===== config.mk =====
export PLATFORM = sky130hd
export DESIGN_NAME = eem16_sym_encoder
export DESIGN_NICKNAME = d
export VERILOG_FILES = /design/src/rtl/eem16_sym_encoder_pkg.sv /design/src/rtl/eem16_btn_debounce.sv /design/src/rtl/eem16_sym_encoder.sv
export SDC_FILE = /design/constraint.sdc
export NUM_CORES = 1
export LEC_CHECK = 0
export CORE_ASPECT_RATIO = 1.5
export CORE_MARGIN = 2
export CORE_UTILIZATION = 25
export CTS_CLUSTER_SIZE = 24
export DETAILED_ROUTE_END_ITERATION = 12
export PLACE_DENSITY_LB_ADDON = 0.05
export SLEW_MARGIN = 20
export SYNTH_ARGS = -nofsm -noshare
export SYNTH_HDL_FRONTEND = slang
export SYNTH_HIERARCHICAL = 1
export SYNTH_SLANG_ARGS = --single-unit
export TNS_END_PERCENT = 50

===== constraint.sdc =====
create_clock -name clk -period 4.8 [get_ports clk]
set_input_delay 1.44 -clock clk [delete_from_list [all_inputs] [get_ports clk]]
set_output_delay 1.44 -clock clk [all_outputs]
set_load 0.01 [all_outputs]

===== src/rtl/eem16_sym_encoder_pkg.sv =====
// eem16_sym_encoder_pkg: shared constants for the button-to-symbol encoder
package eem16_sym_encoder_pkg;
    localparam int   DEBOUNCE_CYCLES_DEFAULT = 4;
    localparam logic SYM_ZERO                = 1'b0;
    localparam logic SYM_ONE                 = 1'b1;
    localparam int   FIFO_DEPTH              = 2;
endpackage


===== src/rtl/eem16_btn_debounce.sv =====
// eem16_btn_debounce: 2-flop synchronizer, counting debouncer and press (0->1) pulse
module eem16_btn_debounce
    import eem16_sym_encoder_pkg::*;
#(
    parameter int DEBOUNCE_CYCLES = DEBOUNCE_CYCLES_DEFAULT
) (
    input  logic clk,
    input  logic reset,
    input  logic btn,
    output logic press
);
    localparam int CW = $clog2(DEBOUNCE_CYCLES + 1);
    logic [1:0]    sync;
    logic          level;
    logic          prev_level;
    logic [CW-1:0] cnt;
    always_ff @(posedge clk or posedge reset) begin
        if (reset) begin
            sync       <= '0;
            level      <= 1'b0;
            prev_level <= 1'b0;
            cnt        <= '0;
        end else begin
            sync       <= {sync[0], btn};
            prev_level <= level;
            if (sync[1] == level)
                cnt <= '0;
            else if (cnt == CW'(DEBOUNCE_CYCLES - 1)) begin
                // this sample is the DEBOUNCE_CYCLES-th consecutive one at the new level
                level <= ~level;
                cnt   <= '0;
            end else
                cnt <= cnt + 1'b1;
        end
    end
    assign press = level & ~prev_level;
endmodule


===== src/rtl/eem16_sym_encoder.sv =====
// eem16_sym_encoder: two debounced buttons feeding a 2-entry symbol FIFO and registered x0/x1 strobe
module eem16_sym_encoder
    import eem16_sym_encoder_pkg::*;
#(
    parameter int DEBOUNCE_CYCLES = DEBOUNCE_CYCLES_DEFAULT
) (
    input  logic clk,
    input  logic reset,
    input  logic btn_zero,
    input  logic btn_one,
    input  logic hold,
    output logic x1,
    output logic x0,
    output logic overflow
);
    logic                  press_zero;
    logic                  press_one;
    logic [FIFO_DEPTH-1:0] mem;
    logic                  rd_ptr;
    logic                  wr_ptr;
    logic [1:0]            count;
    logic                  pop;
    logic [1:0]            n_ev;
    logic [1:0]            free;
    logic [1:0]            n_acc;
    logic                  first_sym;

    eem16_btn_debounce #(.DEBOUNCE_CYCLES(DEBOUNCE_CYCLES)) u_deb_zero (
        .clk(clk), .reset(reset), .btn(btn_zero), .press(press_zero)
    );
    eem16_btn_debounce #(.DEBOUNCE_CYCLES(DEBOUNCE_CYCLES)) u_deb_one (
        .clk(clk), .reset(reset), .btn(btn_one), .press(press_one)
    );

    // pop frees its slot before pushes; symbol 0 takes the first free slot
    always_comb begin
        pop       = (count != 2'd0) && !hold;
        n_ev      = {1'b0, press_zero} + {1'b0, press_one};
        free      = 2'(FIFO_DEPTH) - count + {1'b0, pop};
        n_acc     = (n_ev < free) ? n_ev : free;
        first_sym = press_zero ? SYM_ZERO : SYM_ONE;
    end

    always_ff @(posedge clk or posedge reset) begin
        if (reset) begin
            mem      <= '0;
            rd_ptr   <= 1'b0;
            wr_ptr   <= 1'b0;
            count    <= 2'd0;
            x0       <= 1'b0;
            x1       <= 1'b0;
            overflow <= 1'b0;
        end else begin
            x0     <= pop;
            x1     <= pop & mem[rd_ptr];
            rd_ptr <= rd_ptr ^ pop;
            wr_ptr <= wr_ptr ^ n_acc[0];
            count  <= count - {1'b0, pop} + n_acc;
            if (n_acc != 2'd0)
                mem[wr_ptr] <= first_sym;
            if (n_acc == 2'd2)
                mem[~wr_ptr] <= SYM_ONE;
            if (n_ev > n_acc)
                overflow <= 1'b1;
        end
    end
endmodule


==> insert_results.sql, run 1 <==
INSERT INTO impl_metrics (metric_group, metric, value, unit) VALUES
('outcome', 'outcome', 'complete, no violations', ''),
('worst_setup_path', 'most_repeated_library_cell_on_the_critical_path', 'ha_1', ''),
('synth', 'avgSynthCellArea', '13.1', 'µm²'),
('worst_setup_path', 'ff2ff_path_depth', '12', ''),
('floorplan', 'die_height', '83.9', 'µm'),
('global_route', 'pin_count_of_the_biggest_net_entering_global_routing', '14', ''),
('timing', 'max_slew.worst_pin.slew', '0.380', 'ns'),
('cts', 'htree_levels', '1', ''),
('synth', 'post-synth-top-count-cell', 'dfrtp_1', ''),
('worst_setup_path', 'critical_path.n_buffers_inverters', '3', ''),
('layout', 'final_layout_size_suffix_gt1_frac', '0.207', ''),
('timing', 'finalWorstSetupSlack', '0.993', 'ns'),
('timing', 'timing.fmax', '263', 'MHz'),
('floorplan', 'start_util', '0.255', ''),
('floorplan', 'pin_count', '8', ''),
('placed_design', 'routabilityCongestion', '0.656', ''),
('global_route', 'total_routing_usage_reported_by_global_routing', '0.0846', ''),
('synth', 'synthCells', '81', ''),
('placed_design', 'port_bufs', '7', ''),
('global_route', 'grt_antenna_before_repair', '0', ''),
('floorplan', 'core_area', '4170', 'µm²'),
('worst_setup_path', 'worstPathCellList', 'clkdlybuf4s50_1 -> o21bai_2 -> ha_1 -> xor2_1 -> ha_1 -> o21a_4 -> nor2_4 -> inv_2 -> ha_1 -> inv_1 -> ha_1 -> xor2_1 -> xnor2_1', ''),
('hold_path', 'min_delay_path_class', 'reg2reg', ''),
('cts', 'clock_sink_count', '23', ''),
('worst_setup_path', 'timing.critical_path.slowest_stage_cell', 'clkdlybuf4s50_1', ''),
('global_route', 'groute.layer.met1.usage', '0.0900', ''),
('cts', 'cts_root_buffer_type', 'clkbuf_8', ''),
('power', 'vdd_ir_drop_max', '249', 'µV'),
('power', 'leakage', '0.558', 'nW'),
('synth', 'syn_area', '1060', 'µm²'),
('worst_setup_path', 'critPathMaxStageDelay', '0.39', 'ns'),
('floorplan', 'design.die.area', '4810', 'µm²'),
('timing', 'hold_viol', '0', ''),
('global_route', 'grt.busiest_layer', 'met2', ''),
('synth', 'warning_count_from_the_yosys_run', '6', ''),
('flow_run', 'cap_viol_max_count', '0', ''),
('power', 'finalPower', '0.000792', 'W'),
('worst_setup_path', 'critPathCaptureType', 'flip-flop', ''),
('drt', 'routed-via-count', '613', ''),
('cts', 'clock_tree_from_tritoncts', 'yes', ''),
('global_route', 'first_pass_grt_wire_length', '3.13', 'mm'),
('worst_setup_path', 'reg2reg_slack', '2.11', 'ns'),
('placed_design', 'dpl.hpwl', '1.36', 'mm'),
('global_route', 'grt_use_met3', '0.0186', ''),
('drt', 'dr.first_iter.drc_count', '4', ''),
('drt', 'drt-vias-per-instance', '4.44', ''),
('layout', 'fillCellCount', '410', ''),
('timing', 'setup-violations-final', '0', ''),
('timing', 'relSlewSlack', '0.747', ''),
('cts', 'cts-root-to-sink-buffers', '2', ''),
('synth', 'post_synth_main_area_contributors', 'dfrtp_1 (54%), ha_1 (11%), xnor2_1 (4.1%)', ''),
('layout', 'insertedDiodeCount', '0', ''),
('synth', 'synth-seq-area-share', '0.541', ''),
('worst_setup_path', 'critPathCapture', 'count[1]$_DFF_PP0_', ''),
('global_route', 'grtUsageMet2', '0.150', ''),
('power', 'power.density', '639', 'nW/µm²'),
('cts', 'clk_latency', '0.26', 'ns'),
('drt', 'drc_errors', '0', ''),
('drt', 'drt_wl_total', '1.70', 'mm'),
('floorplan', 'floorplan.rows', '29', ''),
('timing', 'fin_setup_tns', '0', 'ns'),
('cts', 'cts_made_buffers', '3', ''),
('worst_setup_path', 'crit_path_start', 'hold', ''),
('timing', 'final.period_utilization', '0.793', ''),
('synth', 'synthDistinctLibCells', '27', ''),
('placed_design', 'placedInstanceArea', '1190', 'µm²'),
('synth', 'synth_nets', '95', ''),
('timing', 'min_tclk_post_route', '3.81', 'ns'),
('layout', 'fin_area', '1240', 'µm²'),
('cts', 'post_cts.resized_instances', '0', ''),
('drt', 'drt_pre_antenna_iters', '2', '');
==> cells by family (layout without fill, tap and decap cells) <==
group / Yosys count / after routing / share of synthesized area
AO/OA/AOI/OAI: 8 / 8 / 0.0799
XOR/XNOR: 7 / 7 / 0.0576
adder cells (fa/ha/maj): 9 / 9 / 0.106
buffers and inverters: 9 / 20 / 0.0317
flip-flops: 23 / 23 / 0.541
multiplexers: 3 / 3 / 0.0306
AND/OR/NAND/NOR: 22 / 22 / 0.154
==> routing by layer <==
| metal | wire, µm | share of wire |
|---|---|---|
| met5 | 0 | 0 |
| met2 | 956 | 0.56 |
| met3 | 54 | 0.032 |
| met4 | 42 | 0.025 |
| met1 | 645 | 0.38 |
==> through the flow <==
stage,cells,hold slack (ns),util
floorplan,81,0.331,-
global placement,134,0.337,0.286
detailed placement,134,0.348,0.286
CTS,138,0.367,0.297
global route,138,0.383,0.297
finish,138,0.365,0.297
==> worst min path at each step <==
stage | start | to | depth (start not counted)
finish | u_deb_zero/sync[0]$_DFF_PP0_ | u_deb_zero/sync[1]$_DFF_PP0_ | 0
CTS | u_deb_one/sync[0]$_DFF_PP0_ | u_deb_one/sync[1]$_DFF_PP0_ | 0
global route | u_deb_zero/sync[0]$_DFF_PP0_ | u_deb_zero/sync[1]$_DFF_PP0_ | 0
floorplan | u_deb_one/sync[0]$_DFF_PP0_ | u_deb_one/sync[1]$_DFF_PP0_ | 0
detailed placement | u_deb_one/sync[0]$_DFF_PP0_ | u_deb_one/sync[1]$_DFF_PP0_ | 0
global placement | u_deb_zero/sync[0]$_DFF_PP0_ | u_deb_zero/sync[1]$_DFF_PP0_ | 0
==> cells in the final DEF, fill, tap and decap left out <==
cell type and instances:
dfrtp_1 23, ha_1 9, inv_1 8, clkdlybuf4s50_1 7, xnor2_1 5, nor2_1 4, clkbuf_8 3, xor2_1 2
a211oi_2 2, nand2_1 2, o21ai_0 2, nor2b_4 2, nor3b_2 2, nor3_1 2, nor2b_1 2, nor3b_1 2
mux2_2 2, o21bai_2 1, o21a_4 1, nor2_2 1, nor2_4 1, inv_2 1, nand3b_1 1, o41ai_2 1
nor4b_2 1, mux2i_1 1, nand3_1 1, o31ai_1 1, nor4_1 1, clkinv_2 1
==> layout make-up <==
type                            instances  area [µm²]  share of cell area
Tap cell                               46        57.6              0.0465
Clock buffer                            3        41.3              0.0333
Clock inverter                          1        5.00             0.00404
Sequential cell                        23         576               0.465
Multi-Input combinational cell         49         455               0.368
Inverter                                9        33.8              0.0273
Timing Repair Buffer                    7        70.1              0.0566
==> flip-flops by register name, summed over array words and instances, names as in the netlist <==
name,cells
u_deb_one/cnt,3
u_deb_zero/cnt,3
count,2
mem,2
u_deb_one/sync,2
u_deb_zero/sync,2
overflow,1
rd_ptr,1
u_deb_one/level,1
u_deb_one/prev_level,1
u_deb_zero/level,1
u_deb_zero/prev_level,1
wr_ptr,1
x0,1
x1,1
==> where the power goes <==
group / internal (W) / leakage (nW) / switching, W
Sequential: 0.000259 / 0.274 / 0.0000462
Combinational: 0.000177 / 0.258 / 0.000190
Clock: 0.0000579 / 0.0255 / 0.0000620
No activity file was read; power rests on OpenSTA's default activity.
==> inputs of run 2 (changes only) <==
==> constraint.sdc (replaced) <==
create_clock -name clk -period 3.26 [get_ports clk]
set_input_delay 0.978 -clock clk [delete_from_list [all_inputs] [get_ports clk]]
set_output_delay 0.978 -clock clk [all_outputs]
set_load 0.01 [all_outputs]
==> insert_results.sql, run 2 (synthesis results as in run 1) <==
INSERT INTO impl_metrics (metric_group, metric, value, unit) VALUES
('outcome', 'outcome', 'complete, no violations', ''),
('timing', 'min_tclk_post_route', '3.16', 'ns'),
('placed_design', 'dpl.hpwl', '1.37', 'mm'),
('floorplan', 'pin_count', '8', ''),
('global_route', 'pin_count_of_the_biggest_net_entering_global_routing', '14', ''),
('global_route', 'grt_antenna_before_repair', '0', ''),
('worst_setup_path', 'critical_path.max_fanout', '2', ''),
('floorplan', 'core_area', '4170', 'µm²'),
('cts', 'clk_latency', '0.27', 'ns'),
('drt', 'routed-via-count', '637', ''),
('power', 'intPower', '0.000888', 'W'),
('timing', 'maxSlewViolCount', '0', ''),
('cts', 'cts-root-to-sink-buffers', '2', ''),
('timing', 'final.period_utilization', '0.969', ''),
('cts', 'clock_sink_count', '23', ''),
('power', 'switching_fraction_of_total_power', '0.364', ''),
('worst_setup_path', 'worstPathRequired', '3.41', 'ns'),
('worst_setup_path', 'timing.rr.end', 'count[1]$_DFF_PP0_', ''),
('floorplan', 'start_util', '0.255', ''),
('layout', 'final_layout_size_suffix_gt1_frac', '0.337', ''),
('cts', 'cts_root_buffer_type', 'clkbuf_8', ''),
('worst_setup_path', 'worstPathCellList', 'clkdlybuf4s50_1 -> o21bai_2 -> ha_2 -> xor2_2 -> ha_1 -> o21a_4 -> nor2_4 -> inv_2 -> ha_4 -> inv_2 -> ha_4 -> xor2_2 -> xnor2_1', ''),
('cts', 'cts_made_buffers', '3', ''),
('timing', 'relSlewSlack', '0.726', ''),
('global_route', 'grt_pass1_vias', '674', ''),
('layout', 'layout_common_cells', 'dfrtp_1 (23), buf_4 (9), inv_1 (7), clkdlybuf4s50_1 (7), ha_1 (6)', ''),
('worst_setup_path', 'cp-start-kind', 'primary input', ''),
('power', 'leakage', '0.600', 'nW'),
('layout', 'fin_area', '1350', 'µm²'),
('worst_setup_path', 'critPathCaptureType', 'flip-flop', ''),
('placed_design', 'port_bufs', '7', ''),
('worst_setup_path', 'crit_path_start', 'hold', ''),
('timing', 'fin_worst_skew', '0.00601', 'ns'),
('power', 'pwr-share-seq', '0.325', ''),
('layout', 'synthToLayoutAreaGrowth', '26.7', '%'),
('layout', 'postLayoutCoreUtil', '0.323', ''),
('worst_setup_path', 'timing.critical_path.slowest_stage_cell', 'clkdlybuf4s50_1', ''),
('timing', 'hold_viol', '0', ''),
('hold_path', 'min_delay_path_class', 'reg2reg', ''),
('layout', 'layout.cells.most_common', 'dfrtp_1', ''),
('placed_design', 'placedInstanceArea', '1240', 'µm²'),
('drt', 'drt-vias-per-instance', '4.33', ''),
('drt', 'drc_errors', '0', ''),
('timing', 'max_slew.worst_pin.slew', '0.411', 'ns'),
('layout', 'biggestRegsByFlops', 'u_deb_one/cnt x3, u_deb_zero/cnt x3', ''),
('drt', 'dr.first_iter.drc_count', '4', ''),
('layout', 'insertedDiodeCount', '0', ''),
('worst_setup_path', 'critPathCapture', 'count[1]$_DFF_PP0_', ''),
('worst_setup_path', 'worstSetupPathType', 'in2reg', ''),
('power', 'power.density', '1030', 'nW/µm²'),
('worst_setup_path', 'critPathMaxStageDelay', '0.39', 'ns'),
('cts', 'htree_levels', '1', ''),
('floorplan', 'die_width', '57.3', 'µm'),
('floorplan', 'floorplan.rows', '29', ''),
('power', 'vdd_ir_drop_max', '488', 'µV'),
('global_route', 'global_route.overflow_total', '0', ''),
('power', 'pwr-share-comb', '0.546', ''),
('layout', 'nets', '116', ''),
('cts', 'clock_tree_from_tritoncts', 'yes', ''),
('worst_setup_path', 'crit_path_dat', '3.31', 'ns'),
('timing', 'setup-violations-final', '0', ''),
('power', 'p_switching', '0.000508', 'W'),
('drt', 'drtAntennaViolNets', '0', ''),
('global_route', 'first_pass_grt_wire_length', '2.91', 'mm'),
('flow_run', 'cap_viol_max_count', '0', ''),
('worst_setup_path', 'ff2ff_path_depth', '12', ''),
('placed_design', 'routabilityCongestion', '0.754', ''),
('floorplan', 'die_height', '83.9', 'µm'),
('worst_setup_path', 'reg2reg_slack', '0.78', 'ns'),
('drt', 'route.detailed.wl_per_inst', '12.0', 'µm'),
('power', 'clockPowerShare', '0.128', ''),
('timing', 'timing.fmax', '317', 'MHz'),
('floorplan', 'design.die.area', '4810', 'µm²'),
('worst_setup_path', 'rr_startpoint', 'count[0]$_DFF_PP0_', ''),
('drt', 'drt_wl_total', '1.77', 'mm'),
('global_route', 'total_routing_usage_reported_by_global_routing', '0.0809', ''),
('cts', 'clkTransAtPathRegs', '0.08', 'ns'),
('drt', 'drt_pre_antenna_iters', '2', '');
==> run 2: cell count changes in the layout (fill, tap and decap cells not counted) <==
cell    before  now
ha_1         9    6
inv_2        1    2
ha_2         0    1
xor2_1       2    0
inv_1        8    7
buf_4        0    9
xor2_2       0    2
ha_4         0    2
==> run 2: worst min-delay path by stage <==
stage | start | end | slack (ns) | cells past startpoint
2_1_floorplan | u_deb_one/sync[0]$_DFF_PP0_ | u_deb_one/sync[1]$_DFF_PP0_ | 0.33 | 0
3_3_place_gp | u_deb_zero/sync[0]$_DFF_PP0_ | u_deb_zero/sync[1]$_DFF_PP0_ | 0.34 | 0
3_5_place_dp | u_deb_zero/sync[0]$_DFF_PP0_ | u_deb_zero/sync[1]$_DFF_PP0_ | 0.34 | 0
4_1_cts | u_deb_zero/sync[0]$_DFF_PP0_ | u_deb_zero/sync[1]$_DFF_PP0_ | 0.37 | 0
5_1_grt | u_deb_one/sync[0]$_DFF_PP0_ | u_deb_one/sync[1]$_DFF_PP0_ | 0.37 | 0
6_report | u_deb_one/sync[0]$_DFF_PP0_ | u_deb_one/sync[1]$_DFF_PP0_ | 0.36 | 0
==> run 2: final cells by class <==
cell class              count  area (µm²)
fillers                   435        2820
flip-flops and latches     23         576
multi-input cells          49         498
repair buffers             16         138
well taps                  46        57.6
clock buffers               3        41.3
inverters                   9        33.8
clock inverters             1        5.00
==> run 2: worst max-delay path: cells and delay by family <==
family	cells	cell delay (ns)
AND/OR/NAND/NOR	1	0.09
buffers and inverters	3	0.49
XOR/XNOR	3	0.41
adder cells (fa/ha/maj)	4	0.91
AO/OA/AOI/OAI	2	0.42
==> run 2: metal layers <==
layer	up-vias	part of all wire	routed length [µm]	global-route usage
met1	314	0.40	710	0.0777
met4	0	0.026	46	0.0507
met3	5	0.033	58	0.0186
li1	308	-	-	-
met2	10	0.54	952	0.148
met5	-	0	0	0
==> run 2: metrics by stage <==
| stage | TNS (ns) | hold WS (ns) | std cells | setup slack (ns) | power, W |
|---|---|---|---|---|---|
| after CTS | 0 | 0.366 | 146 | 0.00902 | 0.00132 |
| after detailed placement | -0.316 | 0.345 | 141 | -0.271 | 0.00112 |
| after global routing | -0.0148 | 0.374 | 147 | -0.0148 | 0.00153 |
| final | 0 | 0.365 | 147 | 0.102 | 0.00140 |
| after floorplan | 0 | 0.331 | 81 | 0.177 | 0.000884 |
| after global placement | -0.326 | 0.339 | 141 | -0.291 | 0.00111 |
==> run 2: what timing repair did <==
item,CTS,global route
endpoints found under the setup margin,1,1
endpoints found under the hold margin,0,0
hold buffers,0,0
gates cloned,0,0
pin swaps,0,2
setup buffers,1,1
resized for setup,0,7
==> run 2: power groups by stage <==
stage	registers [W]	logic, W	clock network (W)
CTS	0.000450	0.000679	0.000190
floorplan	0.000445	0.000439	0
global placement	0.000455	0.000651	0
finish	0.000454	0.000763	0.000179
global route	0.000466	0.000859	0.000201
detailed placement	0.000457	0.000661	0
==> RTL edit: new RTL, settings of run 2 <==
Add an input register stage for `btn_zero`, `btn_one` and `hold`; this delays them by one clock.
--- a/src/rtl/eem16_sym_encoder.sv
+++ b/src/rtl/eem16_sym_encoder.sv
@@ -14,4 +14,15 @@
     output logic overflow
 );
+
+    logic btn_zero_q;
+    logic btn_one_q;
+    logic hold_q;
+
+    always_ff @(posedge clk) begin
+        btn_zero_q <= btn_zero;
+        btn_one_q  <= btn_one;
+        hold_q     <= hold;
+    end
+
     logic                  press_zero;
     logic                  press_one;
@@ -27,13 +38,13 @@
 
     eem16_btn_debounce #(.DEBOUNCE_CYCLES(DEBOUNCE_CYCLES)) u_deb_zero (
-        .clk(clk), .reset(reset), .btn(btn_zero), .press(press_zero)
+        .clk(clk), .reset(reset), .btn(btn_zero_q), .press(press_zero)
     );
     eem16_btn_debounce #(.DEBOUNCE_CYCLES(DEBOUNCE_CYCLES)) u_deb_one (
-        .clk(clk), .reset(reset), .btn(btn_one), .press(press_one)
+        .clk(clk), .reset(reset), .btn(btn_one_q), .press(press_one)
     );
 
     // pop frees its slot before pushes; symbol 0 takes the first free slot
     always_comb begin
-        pop       = (count != 2'd0) && !hold;
+        pop       = (count != 2'd0) && !hold_q;
         n_ev      = {1'b0, press_zero} + {1'b0, press_one};
         free      = 2'(FIFO_DEPTH) - count + {1'b0, pop};
Function: changed (Yosys sat finds a counterexample within 10 cycles, from zero or initial values and one cycle with reset high).
==> RTL edit against run 2 <==
Sequential cell count rose by 3; clock power rose by 46%; first-iteration DRC count rose to 2.5 times the old value; via count fell by 6.8%; largest cell class unchanged; design area fell by 1.9%; sequential share of layout area rose by 5.3 points; sequential power rose by 7.7%; routed wire length fell by 5.0%; critical path type is now flop to flop; core utilization fell by 1.4 points; power fell by 7.7%; worst setup slack improved by 0.49 ns; area after synthesis rose by 5.6%; largest power group unchanged; critical endpoint unchanged; fmax rose by 18%.
==> RTL edit: results <==
min_path:
  whs_endpoint: "u_deb_one/sync[0]"
  hp-start: "btn_one_q"
grt:
  grt_use_met1_pct: 9.22
  use_met2_pct: 12.9
  grt_pass1_vias: 633
  grt_start_max_net_pins: 16
  grt_usage_pct: 7.90
  grt_util_met3_pct: 1.96
  grt_pass1_wl_mm: 2.97
pwr:
  p_leak_uw: 0.000593
  pg_clk_uw: 262
  vdd_drop_max_mv: 0.394
  p_sw_uw: 446
  p_int_uw: 842
yosys:
  ys_types: 28
  async_flop_share_pct: 88.5
  yosysSeqAreaShare_pct: 56.5
  synth_area_leaders: "dfrtp_1 51%, ha_1 10%, dfxtp_1 5.3%, xnor2_1 3.9%, inv_1 2.7%"
  syn_inst: 84
  syn-num-nets: 98
layout:
  nFillCells: 441
  nets: 110
  ff_latch_area_um2: 636
route:
  drtPass1Iterations: 4
  drtIter0Drc: 10
  met2_wirelength_um: 881
  route.final.wire_length_mm: 1.68
  wl_per_cell_um: 11.9
  drt-met1-wl_um: 722
clock_network:
  post_cts_buffers: 0
place:
  pre_cts_slack_ns: 0.568
  globalplace.congestion: 0.648
  place_hpwl_mm: 1.34
timing:
  skew_ns: 0.00317
  setup_ws_ns: 0.590
  tightestPinTransition_ns: 0.387
  whs_ns: 0.332
setup_path:
  cp_max_fo: 5
  cp.arrival_ns: 2.82
  critPathLaunch: "count[0]"
run_status:
  outcome: "finished clean"
==> RTL edit: cell types whose count changed in the layout (fill, tap and decap cells not counted), sizes merged <==
cell / delta
buf: -9
dfxtp: +3
bufinv: +1
clkinv: -1
==> RTL edit: final cells by class <==
cell class | count | area share [%]
Clock inverter | 1 | 2.27
Clock buffer | 3 | 3.12
Sequential cell | 26 | 48.0
Inverter | 9 | 2.55
Tap cell | 46 | 4.35
Timing Repair Buffer | 7 | 5.29
Multi-Input combinational cell | 49 | 34.4
==> RTL edit: cells by family (layout without fill, tap and decap cells) <==
| logic type | count (synthesis) | after routing | synth area share (%) |
|---|---|---|---|
| buffers and inverters | 9 | 20 | 3.00 |
| adders and majority gates | 9 | 9 | 10.0 |
| AOI/OAI and AO/OA | 8 | 8 | 7.56 |
| DFF | 26 | 26 | 56.5 |
| muxes | 3 | 3 | 2.89 |
| xor gates and xnor gates | 7 | 7 | 5.45 |
| and+or+nand+nor | 22 | 22 | 14.6 |
